===== config.mk =====
export PLATFORM = sky130hd
export DESIGN_NAME = cfu_popcount_initiator
export DESIGN_NICKNAME = d
export VERILOG_FILES = /design/src/rtl/cfu_init_pkg.sv /design/src/rtl/cfu_init_watchdog.sv /design/src/rtl/cfu_popcount_initiator.sv
export SDC_FILE = /design/constraint.sdc
export NUM_CORES = 1
export LEC_CHECK = 0
export CELL_PAD_IN_SITES_DETAIL_PLACEMENT = 0
export CELL_PAD_IN_SITES_GLOBAL_PLACEMENT = 1
export CORE_ASPECT_RATIO = 0.5
export CORE_MARGIN = 2
export CORE_UTILIZATION = 47
export CTS_CLUSTER_SIZE = 16
export DETAILED_ROUTE_END_ITERATION = 8
export DONT_BUFFER_PORTS = 1
export PLACE_DENSITY = 0.77
export SYNTH_ARGS = -nofsm -noshare
export SYNTH_HDL_FRONTEND = slang
export SYNTH_SLANG_ARGS = --single-unit

===== constraint.sdc =====
create_clock -name clock -period 4.1 [get_ports clock]
set_input_delay 0.82 -clock clock [delete_from_list [all_inputs] [get_ports clock]]
set_output_delay 0.82 -clock clock [all_outputs]
set_load 0.02 [all_outputs]

===== src/rtl/cfu_init_pkg.sv =====
// Shared state encoding, default widths and sizing helper for the CFU initiator.
package cfu_init_pkg;

  localparam int unsigned DEF_FUNCTION_ID_W  = 1;
  localparam int unsigned DEF_REQ_DATA_W     = 32;
  localparam int unsigned DEF_RESP_DATA_W    = 32;
  localparam int unsigned DEF_MAX_OUT        = 4;
  localparam int unsigned DEF_SUM_W          = 16;
  localparam int unsigned DEF_CNT_W          = 16;
  localparam int unsigned DEF_TIMEOUT_CYCLES = 256;

  typedef enum logic [1:0] {
    IDLE  = 2'd0,
    RUN   = 2'd1,
    DRAIN = 2'd2,
    DONE  = 2'd3
  } cfu_init_state_e;

  // Width of a counter that must hold 0..max_out inclusive.
  function automatic int unsigned outstanding_w(input int unsigned max_out);
    return $clog2(max_out + 1);
  endfunction

endpackage


===== src/rtl/cfu_init_watchdog.sv =====
// Response watchdog: reloads on i_load, counts armed cycles, flags expiry on the LIMIT-th one.
module cfu_init_watchdog #(
  parameter int unsigned LIMIT = 256
) (
  input  logic clock,
  input  logic reset_n,
  input  logic i_load,
  input  logic i_count,
  output logic o_expire_c
);

  localparam int unsigned CW = $clog2(LIMIT + 1);

  logic [CW-1:0] r_cnt;

  assign o_expire_c = i_count & ~i_load & (r_cnt == CW'(LIMIT - 1));

  // Armed-cycle counter; restarts on reload or after firing.
  always_ff @(posedge clock or negedge reset_n) begin
    if (!reset_n) begin
      r_cnt <= '0;
    end else if (i_load || o_expire_c) begin
      r_cnt <= '0;
    end else if (i_count) begin
      r_cnt <= r_cnt + CW'(1);
    end
  end

endmodule


===== src/rtl/cfu_popcount_initiator.sv =====
// Requester-side CFU engine: streams packet words into a handshaked CFU, sums the
// responses and reports packet total/count. Optional watchdog: CFU_INIT_TIMEOUT_EN.
module cfu_popcount_initiator
  import cfu_init_pkg::*;
#(
  parameter int unsigned CFU_FUNCTION_ID_W = DEF_FUNCTION_ID_W,
  parameter int unsigned CFU_REQ_DATA_W    = DEF_REQ_DATA_W,
  parameter int unsigned CFU_RESP_DATA_W   = DEF_RESP_DATA_W,
  parameter int unsigned FUNC_ID           = 0,
  parameter int unsigned MAX_OUT           = DEF_MAX_OUT,
  parameter int unsigned SUM_W             = DEF_SUM_W,
  parameter int unsigned CNT_W             = DEF_CNT_W,
  parameter int unsigned TIMEOUT_CYCLES    = DEF_TIMEOUT_CYCLES
) (
  input  logic                         clock,
  input  logic                         reset_n,
  input  logic                         in_valid,
  output logic                         in_ready,
  input  logic [CFU_REQ_DATA_W-1:0]    in_data,
  input  logic                         in_last,
  output logic                         req_valid,
  input  logic                         req_ready,
  output logic [CFU_FUNCTION_ID_W-1:0] req_function_id,
  output logic [CFU_REQ_DATA_W-1:0]    req_data,
  input  logic                         resp_valid,
  output logic                         resp_ready,
  input  logic [CFU_RESP_DATA_W-1:0]   resp_data,
  output logic                         out_valid,
  input  logic                         out_ready,
  output logic [SUM_W-1:0]             out_sum,
  output logic [CNT_W-1:0]             out_count,
  output logic                         out_err
);

  localparam int unsigned OUT_W  = outstanding_w(MAX_OUT);
  localparam int unsigned SUM_XW = SUM_W + 1;
  localparam logic [CNT_W-1:0] CNT_MAX = {CNT_W{1'b1}};

  cfu_init_state_e   r_state, w_state_nxt;
  logic [OUT_W-1:0]  r_outst, w_outst_nxt;
  logic [SUM_W-1:0]  r_sum, w_sum_nxt;
  logic [CNT_W-1:0]  r_count, w_count_nxt;
  logic              r_err, w_err_nxt;
  logic              r_out_valid;
  logic [SUM_W-1:0]  r_out_sum;
  logic [CNT_W-1:0]  r_out_count;
  logic              r_out_err;
  logic              w_busy, w_room, w_req_fire, w_resp_fire, w_spurious, w_resp_ok;
  logic              w_resp_hi_nz, w_wd_expire;
  logic [SUM_XW-1:0] w_sum_ext;

  assign req_function_id = CFU_FUNCTION_ID_W'(FUNC_ID);
  assign req_data        = in_data;
  assign out_valid       = r_out_valid;
  assign out_sum         = r_out_sum;
  assign out_count       = r_out_count;
  assign out_err         = r_out_err;

  // Response bits above the accumulator width count as overflow.
  if (CFU_RESP_DATA_W > SUM_W) begin : g_resp_hi
    assign w_resp_hi_nz = |resp_data[CFU_RESP_DATA_W-1:SUM_W];
  end else begin : g_resp_no_hi
    assign w_resp_hi_nz = 1'b0;
  end

`ifdef CFU_INIT_TIMEOUT_EN
  cfu_init_watchdog #(
    .LIMIT(TIMEOUT_CYCLES)
  ) u_watchdog (
    .clock     (clock),
    .reset_n   (reset_n),
    .i_load    (w_resp_fire | (r_outst == '0)),
    .i_count   (w_busy & (r_outst != '0)),
    .o_expire_c(w_wd_expire)
  );
`else
  logic w_unused_timeout;
  assign w_unused_timeout = (TIMEOUT_CYCLES == 0);
  assign w_wd_expire      = 1'b0;
`endif

  // Handshakes, accumulator/counter updates and next-state decode.
  always_comb begin
    w_state_nxt = r_state;
    w_outst_nxt = r_outst;
    w_sum_nxt   = r_sum;
    w_count_nxt = r_count;
    w_err_nxt   = r_err;
    w_sum_ext   = '0;

    w_busy      = (r_state == RUN) || (r_state == DRAIN);
    w_room      = r_outst < OUT_W'(MAX_OUT);
    req_valid   = (r_state == RUN) & in_valid & w_room;
    in_ready    = (r_state == RUN) & req_ready & w_room;
    resp_ready  = w_busy;
    w_req_fire  = req_valid & req_ready;
    w_resp_fire = resp_valid & resp_ready;
    // A combinational CFU answers in the issue cycle, so that response is legitimate.
    w_spurious  = w_resp_fire & (r_outst == '0) & ~w_req_fire;
    w_resp_ok   = w_resp_fire & ~w_spurious;

    if (w_req_fire) begin
      if (r_count == CNT_MAX) begin
        w_err_nxt = 1'b1;
      end else begin
        w_count_nxt = r_count + CNT_W'(1);
      end
    end

    if (w_resp_ok) begin
      w_sum_ext = SUM_XW'(r_sum) + SUM_XW'(resp_data[SUM_W-1:0]);
      w_sum_nxt = w_sum_ext[SUM_W-1:0];
      if (w_sum_ext[SUM_W] || w_resp_hi_nz) begin
        w_err_nxt = 1'b1;
      end
    end

    if (w_spurious) begin
      w_err_nxt = 1'b1;
    end

    if (w_req_fire && !w_resp_ok) begin
      w_outst_nxt = r_outst + OUT_W'(1);
    end else if (!w_req_fire && w_resp_ok) begin
      w_outst_nxt = r_outst - OUT_W'(1);
    end

    unique case (r_state)
      IDLE: begin
        if (in_valid) begin
          w_state_nxt = RUN;
          w_sum_nxt   = '0;
          w_count_nxt = '0;
        end
      end
      RUN: begin
        if (w_req_fire && in_last) begin
          w_state_nxt = DRAIN;
        end
      end
      DRAIN: begin
        if (w_outst_nxt == '0) begin
          w_state_nxt = DONE;
        end
      end
      DONE: begin
        if (r_out_valid && out_ready) begin
          w_state_nxt = IDLE;
          w_err_nxt   = 1'b0;
        end
      end
      default: w_state_nxt = IDLE;
    endcase

    if (w_wd_expire && w_busy) begin
      w_state_nxt = DONE;
      w_err_nxt   = 1'b1;
      w_outst_nxt = '0;
    end
  end

  // State and packet accumulators.
  always_ff @(posedge clock or negedge reset_n) begin
    if (!reset_n) begin
      r_state <= IDLE;
      r_outst <= '0;
      r_sum   <= '0;
      r_count <= '0;
      r_err   <= 1'b0;
    end else begin
      r_state <= w_state_nxt;
      r_outst <= w_outst_nxt;
      r_sum   <= w_sum_nxt;
      r_count <= w_count_nxt;
      r_err   <= w_err_nxt;
    end
  end

  // Result port: captured on DONE entry and held until consumed.
  always_ff @(posedge clock or negedge reset_n) begin
    if (!reset_n) begin
      r_out_valid <= 1'b0;
      r_out_sum   <= '0;
      r_out_count <= '0;
      r_out_err   <= 1'b0;
    end else if ((r_state != DONE) && (w_state_nxt == DONE)) begin
      r_out_valid <= 1'b1;
      r_out_sum   <= w_sum_nxt;
      r_out_count <= w_count_nxt;
      r_out_err   <= w_err_nxt;
    end else if ((r_state == DONE) && (w_state_nxt == IDLE)) begin
      r_out_valid <= 1'b0;
    end
  end

endmodule


==> impl_metrics.prom, run 1 <==
# TYPE chip_impl_metric gauge
chip_impl_metric{name="worst-endpoint-arrival",unit="ps"} 3710
chip_impl_metric{name="synth-edff-count",unit=""} 0
chip_impl_metric{name="worst_clock_skew",unit="ps"} 11.83
chip_impl_metric{name="antenna_found_initial",unit=""} 0
chip_impl_metric{name="netlist_instances",unit=""} 472
chip_impl_metric{name="antenna_cells_inserted",unit=""} 0
chip_impl_info{name="yosys.area.top_type",value="sky130_fd_sc_hd__dfrtp_1"} 1
chip_impl_metric{name="cts_repair_resize_count",unit=""} 0
chip_impl_metric{name="cap_violations",unit=""} 0
chip_impl_info{name="status",value="complete, no violations"} 1
chip_impl_metric{name="fin_ws",unit="ps"} 605.2
chip_impl_metric{name="globalplace.congestion",unit=""} 0.7939
chip_impl_metric{name="antenna_left",unit=""} 0
chip_impl_metric{name="critical_path.max_stage_delay",unit="ps"} 510
chip_impl_metric{name="yosysSeqAreaShare",unit="%"} 39.56
chip_impl_metric{name="synth_async_sr_flop_share",unit="%"} 100.0
chip_impl_metric{name="postCtsSetupBuffers",unit=""} 0
chip_impl_metric{name="vias",unit=""} 3236
chip_impl_metric{name="tightestPinTransition",unit="ps"} 792.7
chip_impl_metric{name="drive_gt1_share",unit="%"} 10.76
chip_impl_metric{name="pre_cts_slack",unit="ps"} 624.8
chip_impl_info{name="rsz0062_at_grt",value="false"} 1
chip_impl_info{name="netlist_top_cells_area",value="sky130_fd_sc_hd__dfrtp_1 40%, sky130_fd_sc_hd__ha_1 6.9%, sky130_fd_sc_hd__buf_4 5.9%"} 1
chip_impl_info{name="hold_class",value="in -> async"} 1
chip_impl_info{name="crit_path_start_kind",value="register"} 1
chip_impl_metric{name="drt_first_pass_iters",unit=""} 4
chip_impl_info{name="synthMostInstantiatedCell",value="sky130_fd_sc_hd__dfrtp_1"} 1
chip_impl_metric{name="die_footprint",unit="sq um"} 10540
chip_impl_metric{name="synth.cell_area",unit="sq um"} 4554
chip_impl_metric{name="final_nets",unit=""} 530
chip_impl_metric{name="final.min_clock_period",unit="ps"} 3495
chip_impl_metric{name="wl_per_cell",unit="um"} 17.48
chip_impl_info{name="crit_family",value="simple AND/OR/NAND/NOR gates"} 1
chip_impl_metric{name="globalRouteTotalUtil",unit="%"} 19.80
chip_impl_metric{name="initial_utilization",unit="%"} 48.37
chip_impl_metric{name="total_of_warnings_raised_by_yosys",unit=""} 0
chip_impl_metric{name="insertion_delay",unit="ps"} 340
chip_impl_metric{name="path_clk_slew",unit="ps"} 60
chip_impl_info{name="tritoncts",value="yes"} 1
chip_impl_metric{name="die_w",unit="um"} 143.2
chip_impl_metric{name="die_height",unit="um"} 73.61
chip_impl_metric{name="yosysTopAreaCellShare",unit="%"} 39.56
chip_impl_metric{name="dp_hpwl",unit="um"} 7075
chip_impl_info{name="worst_setup_path_end_kind",value="register"} 1
chip_impl_metric{name="max_clock_freq",unit="MHz"} 286.1
chip_impl_metric{name="global_route_congestion_overflow_total",unit=""} 0
chip_impl_metric{name="postSynthRegisterBits",unit=""} 72
chip_impl_metric{name="final_hold_viol_count",unit=""} 0
chip_impl_metric{name="dr_drc_count",unit=""} 0
chip_impl_metric{name="area_growth",unit="%"} 3.049
chip_impl_metric{name="yosys.cell_types.count",unit=""} 54
chip_impl_metric{name="crit_required",unit="ps"} 4320
chip_impl_metric{name="max-slew-margin-rel",unit="%"} 47.15
chip_impl_metric{name="numCtsBuffers",unit=""} 9
chip_impl_metric{name="final.setup.tns",unit="ps"} 0
chip_impl_metric{name="postCtsHoldBufs",unit=""} 0
chip_impl_metric{name="final-max-slew-violation-count",unit=""} 0
chip_impl_metric{name="core_ar",unit="sq um"} 9415
chip_impl_metric{name="max-clock-path-buffers",unit=""} 2
chip_impl_metric{name="power_density",unit="nW/um^2"} 666.1
chip_impl_metric{name="max-vdd-ir-drop",unit="mV"} 0.2604
chip_impl_metric{name="syn_avg_cell_area",unit="sq um"} 9.649
chip_impl_info{name="ys_top_cells_by_count",value="72 x sky130_fd_sc_hd__dfrtp_1, 38 x sky130_fd_sc_hd__nand2_1, 36 x sky130_fd_sc_hd__buf_4"} 1
chip_impl_metric{name="io_buffer_count",unit=""} 0
chip_impl_metric{name="final-setup-viol-count",unit=""} 0
chip_impl_metric{name="first_global_vias",unit=""} 3123
chip_impl_metric{name="leakage_dissipation",unit="uW"} 0.002001
chip_impl_metric{name="crit_path_max_fanout",unit=""} 23
chip_impl_metric{name="rows",unit=""} 25
chip_impl_metric{name="detail_route.iter0.violations",unit=""} 166
chip_impl_metric{name="num_io_pins",unit=""} 141
chip_impl_metric{name="cp.buffers_inverters",unit=""} 2
chip_impl_metric{name="h-tree-depth",unit=""} 3
chip_impl_info{name="clock-root-buffer",value="sky130_fd_sc_hd__clkbuf_16"} 1
chip_impl_info{name="critical_path.cell_chain",value="inv_1 > ha_1 > and4b_1 > nor3_1 > or4_1 > a2111o_1 > a211oi_4 > buf_4 > mux2_2"} 1
chip_impl_info{name="worst_path_max_delay_cell",value="sky130_fd_sc_hd__or4_1"} 1
chip_impl_metric{name="grt_first_pass_wirelength",unit="um"} 15950
chip_impl_metric{name="layout_utilization",unit="%"} 49.85
chip_impl_metric{name="dp.cells",unit=""} 557
chip_impl_metric{name="synth_fp_nets",unit=""} 569
chip_impl_metric{name="drt_wl_total",unit="um"} 9996
chip_impl_metric{name="clock-sinks",unit=""} 72
chip_impl_metric{name="final_period_utilization",unit="%"} 85.24
chip_impl_metric{name="final_cells",unit=""} 572
chip_impl_info{name="timing_worst_setup_path_type",value="reg -> reg"} 1
chip_impl_metric{name="via_per_inst",unit=""} 5.657
chip_impl_metric{name="grt_start_max_net_pins",unit=""} 73
chip_impl_info{name="yosys_most_used_dff",value="sky130_fd_sc_hd__dfrtp_1"} 1
[state kept, by name (all words and copies together), names as in the netlist]
| register | cells |
|---|---|
| out_sum | 16 |
| r_sum | 16 |
| r_state | 2 |
| out_valid | 1 |
| out_err | 1 |
| r_outst | 3 |
| r_count | 16 |
| r_err | 1 |
| out_count | 16 |
[layout make-up]
type | count | area, sq um
Clock inverter | 4 | 53.80
Fill cell | 885 | 4722
Inverter | 13 | 48.80
Multi-Input combinational cell | 332 | 2340
Tap cell | 135 | 168.9
Clock buffer | 11 | 242.7
Sequential cell | 72 | 1802
Timing Repair Buffer | 5 | 37.54
[layout by cell type, fill, tap and decap left out, drive strengths merged, types with 6 or more instances in the layout]
cell    count
and2        6
nor2       31
a21oi      31
mux2       33
nor3       17
o21ai      16
clkbuf     11
nor4b       6
nand3      13
dfrtp      72
inv        14
a211oi     20
o211ai      6
o21a        6
ha         25
nand2      38
xnor2      16
[metrics by stage]
step | hold slack, ps | power, uW | instance area [sq um]
global route | 158.4 | 3356 | 4693
finish | 174.4 | 3126 | 4693
CTS | 164.8 | 3149 | 4693
detailed placement | 526.3 | 2352 | 4397
global placement | 525.8 | 2344 | 4397
floorplan | 489.7 | 2131 | 4554
[power breakdown]
| part | leakage [uW] | switching, uW | internal, uW |
|---|---|---|---|
| Combinational | 0.000908 | 751 | 493 |
| Clock | 0.000138 | 300 | 486 |
| Sequential | 0.000955 | 218 | 879 |
| Total | 0.00200 | 1270 | 1860 |
[layer usage]
| metal | track usage [%] | vias to the layer above | routed length (um) |
|---|---|---|---|
| met4 | 6.645 | 0 | 142 |
| li1 | - | 1599 | - |
| met5 | 0 | - | 0 |
| met3 | 6.845 | 23 | 587 |
| met2 | 30.83 | 65 | 4483 |
| met1 | 26.15 | 1549 | 4784 |
[path summary, 6_finish.rpt]
kind	endpoint	cells past startpoint	slack, ps	startpoint
min in group clock	r_sum[2]	2	560	r_sum[2]
hold reg to reg	r_sum[2]	2	560	r_sum[2]
max in group asynchronous	out_sum[10]	0	3790	reset_n
setup reg to reg	out_sum[1]	9	610	r_state[1]
setup / recovery	out_sum[1]	9	610	r_state[1]
hold / removal	out_count[7]	0	170	reset_n
[cells by family (layout without fill, tap and decap cells)]
family | count (synthesis) | count (layout) | synth area share, %
AOI/OAI and AO/OA | 107 | 107 | 15.93
xor gates and xnor gates | 18 | 18 | 3.462
adders and majority gates | 26 | 26 | 7.308
buffers and inverters | 68 | 33 | 9.066
DFF | 72 | 72 | 39.56
muxes | 35 | 35 | 8.599
other | 1 | 1 | 0.08234
and+or+nand+nor | 145 | 145 | 15.99
Note: power is estimated with default switching activity, not from simulation.
==> run 2, diff against run 1 <==
--- a/config.mk
+++ b/config.mk
@@ -8,7 +8,7 @@
 export CELL_PAD_IN_SITES_DETAIL_PLACEMENT = 0
 export CELL_PAD_IN_SITES_GLOBAL_PLACEMENT = 1
 export CORE_ASPECT_RATIO = 0.5
-export CORE_MARGIN = 2
+export CORE_MARGIN = 4
 export CORE_UTILIZATION = 47
 export CTS_CLUSTER_SIZE = 16
 export DETAILED_ROUTE_END_ITERATION = 8
==> constraint.sdc (replaced) <==
create_clock -name clock -period 4 [get_ports clock]
set_input_delay 0.8 -clock clock [delete_from_list [all_inputs] [get_ports clock]]
set_output_delay 0.8 -clock clock [all_outputs]
set_load 0.02 [all_outputs]
==> impl_metrics.prom, run 2 (synthesis gave the netlist of run 1 again) <==
# TYPE chip_impl_metric gauge
chip_impl_metric{name="global_route_congestion_overflow_total",unit=""} 0
chip_impl_metric{name="clock-sinks",unit=""} 72
chip_impl_metric{name="max-vdd-ir-drop",unit="mV"} 0.2450
chip_impl_metric{name="multiInputGateArea",unit="sq um"} 2340
chip_impl_metric{name="critical_path.max_stage_delay",unit="ps"} 530
chip_impl_metric{name="globalplace.congestion",unit=""} 0.8178
chip_impl_metric{name="postCtsSetupBuffers",unit=""} 0
chip_impl_metric{name="core_ar",unit="sq um"} 9447
chip_impl_metric{name="antenna_cells_inserted",unit=""} 0
chip_impl_metric{name="first_global_vias",unit=""} 3206
chip_impl_metric{name="cap_violations",unit=""} 0
chip_impl_metric{name="io_buffer_count",unit=""} 0
chip_impl_info{name="critical_path.cell_chain",value="inv_1 > ha_1 > and4b_1 > nor3_1 > or4_1 > a2111o_1 > a211oi_4 > buf_4 > mux2_2"} 1
chip_impl_metric{name="drt_wl_total",unit="um"} 9973
chip_impl_info{name="clock-root-buffer",value="sky130_fd_sc_hd__clkbuf_16"} 1
chip_impl_metric{name="wl_per_cell",unit="um"} 17.40
chip_impl_metric{name="power_density",unit="nW/um^2"} 679.2
chip_impl_metric{name="area_growth",unit="%"} 3.077
chip_impl_metric{name="postCtsHoldBufs",unit=""} 0
chip_impl_info{name="worst_setup_path_end_kind",value="register"} 1
chip_impl_metric{name="layout_utilization",unit="%"} 49.70
chip_impl_metric{name="grt_first_pass_wirelength",unit="um"} 16370
chip_impl_info{name="crit_path_start_kind",value="register"} 1
chip_impl_metric{name="leakage_dissipation",unit="uW"} 0.002006
chip_impl_info{name="tritoncts",value="yes"} 1
chip_impl_metric{name="tightestPinTransition",unit="ps"} 1050
chip_impl_metric{name="die_footprint",unit="sq um"} 11420
chip_impl_metric{name="seq_area",unit="sq um"} 1802
chip_impl_metric{name="cp.buffers_inverters",unit=""} 2
chip_impl_info{name="worst_path_max_delay_cell",value="sky130_fd_sc_hd__or4_1"} 1
chip_impl_metric{name="final-max-slew-violation-count",unit=""} 0
chip_impl_metric{name="crit_required",unit="ps"} 4210
chip_impl_metric{name="final_nets",unit=""} 530
chip_impl_metric{name="total_power",unit="uW"} 3189
chip_impl_metric{name="crit_path_max_fanout",unit=""} 23
chip_impl_metric{name="final_period_utilization",unit="%"} 87.39
chip_impl_metric{name="drt_first_pass_iters",unit=""} 4
chip_impl_metric{name="globalRouteTotalUtil",unit="%"} 17.77
chip_impl_metric{name="detail_route.iter0.violations",unit=""} 211
chip_impl_info{name="final_cell_mix",value="72 x sky130_fd_sc_hd__dfrtp_1, 38 x sky130_fd_sc_hd__nand2_1, 31 x sky130_fd_sc_hd__a21oi_1, 31 x sky130_fd_sc_hd__nor2_1, 25 x sky130_fd_sc_hd__ha_1"} 1
chip_impl_metric{name="grt_start_max_net_pins",unit=""} 73
chip_impl_metric{name="layout.filler_cells",unit=""} 914
chip_impl_metric{name="die_height",unit="um"} 77.61
chip_impl_metric{name="fin_worst_hold_slack",unit="ps"} 167.0
chip_impl_metric{name="antenna_left",unit=""} 0
chip_impl_metric{name="drive_gt1_share",unit="%"} 10.96
chip_impl_metric{name="cts_repair_resize_count",unit=""} 0
chip_impl_info{name="rsz0062_at_grt",value="false"} 1
chip_impl_info{name="timing_worst_setup_path_type",value="reg -> reg"} 1
chip_impl_metric{name="antenna_found_initial",unit=""} 0
chip_impl_metric{name="max-slew-margin-rel",unit="%"} 29.35
chip_impl_info{name="hold_class",value="in -> async"} 1
chip_impl_metric{name="final.min_clock_period",unit="ps"} 3496
chip_impl_metric{name="fin_ws",unit="ps"} 504.5
chip_impl_metric{name="max-clock-path-buffers",unit=""} 2
chip_impl_metric{name="via_per_inst",unit=""} 5.627
chip_impl_metric{name="path_clk_slew",unit="ps"} 60
chip_impl_metric{name="num_io_pins",unit=""} 141
chip_impl_metric{name="final.setup.tns",unit="ps"} 0
chip_impl_metric{name="dr_drc_count",unit=""} 0
chip_impl_metric{name="pre_cts_slack",unit="ps"} 524.4
chip_impl_metric{name="numCtsBuffers",unit=""} 9
chip_impl_metric{name="max_clock_freq",unit="MHz"} 286.1
chip_impl_metric{name="h-tree-depth",unit=""} 3
chip_impl_metric{name="initial_utilization",unit="%"} 48.21
chip_impl_metric{name="die_w",unit="um"} 147.2
chip_impl_metric{name="vias",unit=""} 3224
chip_impl_metric{name="worst-endpoint-arrival",unit="ps"} 3700
chip_impl_metric{name="rows",unit=""} 25
chip_impl_metric{name="dp_hpwl",unit="um"} 7238
chip_impl_metric{name="worst_clock_skew",unit="ps"} 9.184
chip_impl_metric{name="final-setup-viol-count",unit=""} 0
chip_impl_info{name="layout_commonest_cell",value="sky130_fd_sc_hd__dfrtp_1"} 1
chip_impl_info{name="crit_family",value="simple AND/OR/NAND/NOR gates"} 1
chip_impl_metric{name="insertion_delay",unit="ps"} 330
chip_impl_info{name="status",value="complete, no violations"} 1
chip_impl_metric{name="final_hold_viol_count",unit=""} 0
[run 2: changes by cell type in the layout (fill, tap and decap cells not counted)]
cell / previous run / this run
sky130_fd_sc_hd__clkinv_4: 0 / 2
sky130_fd_sc_hd__clkbuf_8: 1 / 0
sky130_fd_sc_hd__clkinv_2: 0 / 1
sky130_fd_sc_hd__clkinvlp_4: 2 / 1
[run 2: stage by stage]
step	cell area, sq um	instances
CTS	4695	573
global placement	4397	557
finish	4695	573
floorplan	4554	472
global route	4695	573
detailed placement	4397	557
[run 2: report_power, final]
group	leakage, uW	switching (uW)	internal, uW
clock	0.000143	310	486
sequential	0.000955	218	900
combinational	0.000908	768	505
total	0.00201	1300	1890
[run 2: path summary, 6_finish.rpt]
path                                  from     endpoint  slack, ps  cells after the start
worst max register to register  r_state[1]  out_sum[11]        500                      9
worst max-delay path            r_state[1]  out_sum[11]        500                      9
worst min register to register    r_sum[0]     r_sum[0]        550                      2
max in group asynchronous          reset_n   r_state[1]       3680                      0
worst min-delay path               reset_n     r_sum[6]        170                      0
min in group clock                r_sum[0]     r_sum[0]        550                      2
[run 2: final cells by class]
cell class	instances	share of cell area [%]
Clock buffer	10	4.877
Clock inverter	6	1.466
Inverter	13	1.039
Multi-Input combinational cell	332	49.84
Sequential cell	72	38.38
Tap cell	135	3.598
Timing Repair Buffer	5	0.7996
[run 2: routing by layer]
layer  wire (um)  share of wire, %  vias to the layer above  GRT usage (%)
li1            -                 -                     1603              -
met1        4756                48                     1543          23.35
met2        4558                46                       56          28.53
met3         550               5.5                       22          5.951
met4         108               1.1                        0          4.368
met5           0                 0                        -              0
==> run 3, diff against run 2 <==
--- a/config.mk
+++ b/config.mk
@@ -9,11 +9,11 @@
 export CELL_PAD_IN_SITES_GLOBAL_PLACEMENT = 1
 export CORE_ASPECT_RATIO = 0.5
 export CORE_MARGIN = 4
-export CORE_UTILIZATION = 47
+export CORE_UTILIZATION = 48
 export CTS_CLUSTER_SIZE = 16
 export DETAILED_ROUTE_END_ITERATION = 8
 export DONT_BUFFER_PORTS = 1
-export PLACE_DENSITY = 0.77
+export PLACE_DENSITY = 0.78
 export SYNTH_ARGS = -nofsm -noshare
 export SYNTH_HDL_FRONTEND = slang
 export SYNTH_SLANG_ARGS = --single-unit
==> impl_metrics.prom, run 3 (synthesis gave the netlist of run 1 again) <==
# TYPE chip_impl_metric gauge
chip_impl_metric{name="clock-sinks",unit=""} 72
chip_impl_metric{name="leakage_dissipation",unit="uW"} 0.001988
chip_impl_info{name="worst_path_max_delay_cell",value="sky130_fd_sc_hd__or4_1"} 1
chip_impl_metric{name="max-clock-path-buffers",unit=""} 2
chip_impl_metric{name="final_hold_viol_count",unit=""} 0
chip_impl_metric{name="globalRouteTotalUtil",unit="%"} 19.13
chip_impl_metric{name="drive_gt1_share",unit="%"} 10.96
chip_impl_metric{name="antenna_left",unit=""} 0
chip_impl_metric{name="drt_wl_total",unit="um"} 10580
chip_impl_metric{name="core_ar",unit="sq um"} 8979
chip_impl_metric{name="worst-endpoint-arrival",unit="ps"} 3720
chip_impl_metric{name="insertion_delay",unit="ps"} 340
chip_impl_metric{name="critical_path.max_stage_delay",unit="ps"} 510
chip_impl_metric{name="final-setup-viol-count",unit=""} 0
chip_impl_metric{name="final_nets",unit=""} 530
chip_impl_metric{name="first_global_vias",unit=""} 3373
chip_impl_metric{name="placedInstanceArea",unit="sq um"} 4374
chip_impl_info{name="worst_setup_path_end_kind",value="register"} 1
chip_impl_metric{name="initial_utilization",unit="%"} 50.72
chip_impl_info{name="tritoncts",value="yes"} 1
chip_impl_metric{name="crit_required",unit="ps"} 4220
chip_impl_info{name="layout_commonest_cell",value="sky130_fd_sc_hd__dfrtp_1"} 1
chip_impl_metric{name="drt_first_pass_iters",unit=""} 4
chip_impl_metric{name="io_buffer_count",unit=""} 0
chip_impl_metric{name="max-vdd-ir-drop",unit="mV"} 0.2435
chip_impl_metric{name="die_footprint",unit="sq um"} 11210
chip_impl_metric{name="numCtsBuffers",unit=""} 9
chip_impl_info{name="hold_class",value="in -> async"} 1
chip_impl_metric{name="power_density",unit="nW/um^2"} 680.7
chip_impl_metric{name="dp_hpwl",unit="um"} 7754
chip_impl_metric{name="via_per_inst",unit=""} 5.984
chip_impl_metric{name="final.setup.tns",unit="ps"} 0
chip_impl_info{name="final_cell_mix",value="72 x sky130_fd_sc_hd__dfrtp_1, 38 x sky130_fd_sc_hd__nand2_1, 31 x sky130_fd_sc_hd__a21oi_1, 31 x sky130_fd_sc_hd__nor2_1, 25 x sky130_fd_sc_hd__ha_1"} 1
chip_impl_metric{name="postCtsSetupBuffers",unit=""} 0
chip_impl_metric{name="rows",unit=""} 24
chip_impl_metric{name="final-max-slew-violation-count",unit=""} 0
chip_impl_metric{name="grt_first_pass_wirelength",unit="um"} 17310
chip_impl_metric{name="postCtsHoldBufs",unit=""} 0
chip_impl_metric{name="global_route_congestion_overflow_total",unit=""} 0
chip_impl_info{name="timing_worst_setup_path_type",value="reg -> reg"} 1
chip_impl_metric{name="final_period_utilization",unit="%"} 87.48
chip_impl_metric{name="dr_drc_count",unit=""} 0
chip_impl_metric{name="layout.cell_area.non_filler",unit="sq um"} 4648
chip_impl_metric{name="antenna_cells_inserted",unit=""} 0
chip_impl_metric{name="max-slew-margin-rel",unit="%"} 35.91
chip_impl_metric{name="wl_per_cell",unit="um"} 19.06
chip_impl_metric{name="crit_cells",unit=""} 9
chip_impl_metric{name="grt_start_max_net_pins",unit=""} 73
chip_impl_metric{name="area_growth",unit="%"} 2.060
chip_impl_metric{name="cp.buffers_inverters",unit=""} 2
chip_impl_metric{name="cts_repair_resize_count",unit=""} 0
chip_impl_metric{name="die_height",unit="um"} 76.88
chip_impl_metric{name="detail_route.iter0.violations",unit=""} 218
chip_impl_metric{name="num_io_pins",unit=""} 141
chip_impl_metric{name="globalplace.congestion",unit=""} 0.8271
chip_impl_metric{name="die_w",unit="um"} 145.8
chip_impl_metric{name="tightestPinTransition",unit="ps"} 952.6
chip_impl_metric{name="crit_path_max_fanout",unit=""} 22
chip_impl_metric{name="worst_clock_skew",unit="ps"} 11.01
chip_impl_info{name="status",value="complete, no violations"} 1
chip_impl_info{name="crit_family",value="simple AND/OR/NAND/NOR gates"} 1
chip_impl_metric{name="antenna_found_initial",unit=""} 0
chip_impl_metric{name="vias",unit=""} 3321
chip_impl_metric{name="final.min_clock_period",unit="ps"} 3499
chip_impl_info{name="clock-root-buffer",value="sky130_fd_sc_hd__clkbuf_16"} 1
chip_impl_metric{name="h-tree-depth",unit=""} 3
chip_impl_info{name="rsz0062_at_grt",value="false"} 1
chip_impl_metric{name="path_clk_slew",unit="ps"} 60
chip_impl_metric{name="max_clock_freq",unit="MHz"} 285.8
chip_impl_metric{name="reg2regPathDepth",unit=""} 9
chip_impl_info{name="critical_path.cell_chain",value="inv_1 > ha_1 > and4b_1 > nor3_1 > or4_1 > a2111o_1 > a211oi_4 > buf_4 > mux2_2"} 1
chip_impl_metric{name="cap_violations",unit=""} 0
chip_impl_info{name="crit_path_start_kind",value="register"} 1
## run 3: cell types whose count changed in the layout (fill, tap and decap cells not counted)
| cell | before | now |
|---|---|---|
| sky130_fd_sc_hd__clkinvlp_4 | 1 | 3 |
| sky130_fd_sc_hd__bufinv_16 | 1 | 0 |
| sky130_fd_sc_hd__clkinv_4 | 2 | 1 |
## run 3: worst register-to-register path, delay by kind of cell, from the launching register on
kind	cells	cell delay [ps]
compound gates	2	750
fa+ha+maj	1	300
buf+inv	2	460
flops	1	410
mux	1	380
simple gates	3	1070
## run 3: cell type report
cell class | instances | area, sq um
Timing Repair Buffer | 5 | 37.54
Tap cell | 117 | 146.4
Inverter | 13 | 48.80
Fill cell | 854 | 4330
Clock buffer | 10 | 229.0
Sequential cell | 72 | 1802
Clock inverter | 6 | 45.04
Multi-Input combinational cell | 332 | 2340
## run 3: final timing paths
| kind | start | endpoint | slack [ps] |
|---|---|---|---|
| min in group clock | r_sum[6] | r_sum[6] | 550 |
| min | reset_n | r_count[1] | 150 |
| min reg2reg | r_sum[6] | r_sum[6] | 550 |
| max in group asynchronous | reset_n | r_outst[0] | 3700 |
| max | r_state[1] | out_sum[11] | 500 |
| max reg2reg | r_state[1] | out_sum[11] | 500 |
## run 3: layer usage
layer | wire length (um) | GRT usage [%]
met1 | 4524 | 23.34
met5 | 0 | 0
met3 | 633 | 5.654
met4 | 182 | 6.629
met2 | 5239 | 32.56
## run 3: metrics by stage
| stage | hold slack, ps | std cells | total power (uW) | setup WS, ps | utilization (%) |
|---|---|---|---|---|---|
| 4_1_cts | 141.9 | 555 | 3185 | 500.9 | 51.77 |
| 3_3_place_gp | 507.5 | 539 | 2380 | 685.2 | 48.72 |
| 5_1_grt | 137.5 | 555 | 3396 | 313.6 | 51.77 |
| 3_5_place_dp | 507.3 | 539 | 2419 | 522.5 | 48.72 |
| 2_1_floorplan | 489.7 | 472 | 2184 | 740.5 | - |
| 6_report | 153.4 | 555 | 3164 | 500.7 | 51.77 |
## run 3: power breakdown
group	total (uW)	internal [uW]	switching [uW]
Combinational	1300	506	789
Sequential	1120	900	224
Clock	744	422	323
Total	3160	1830	1340
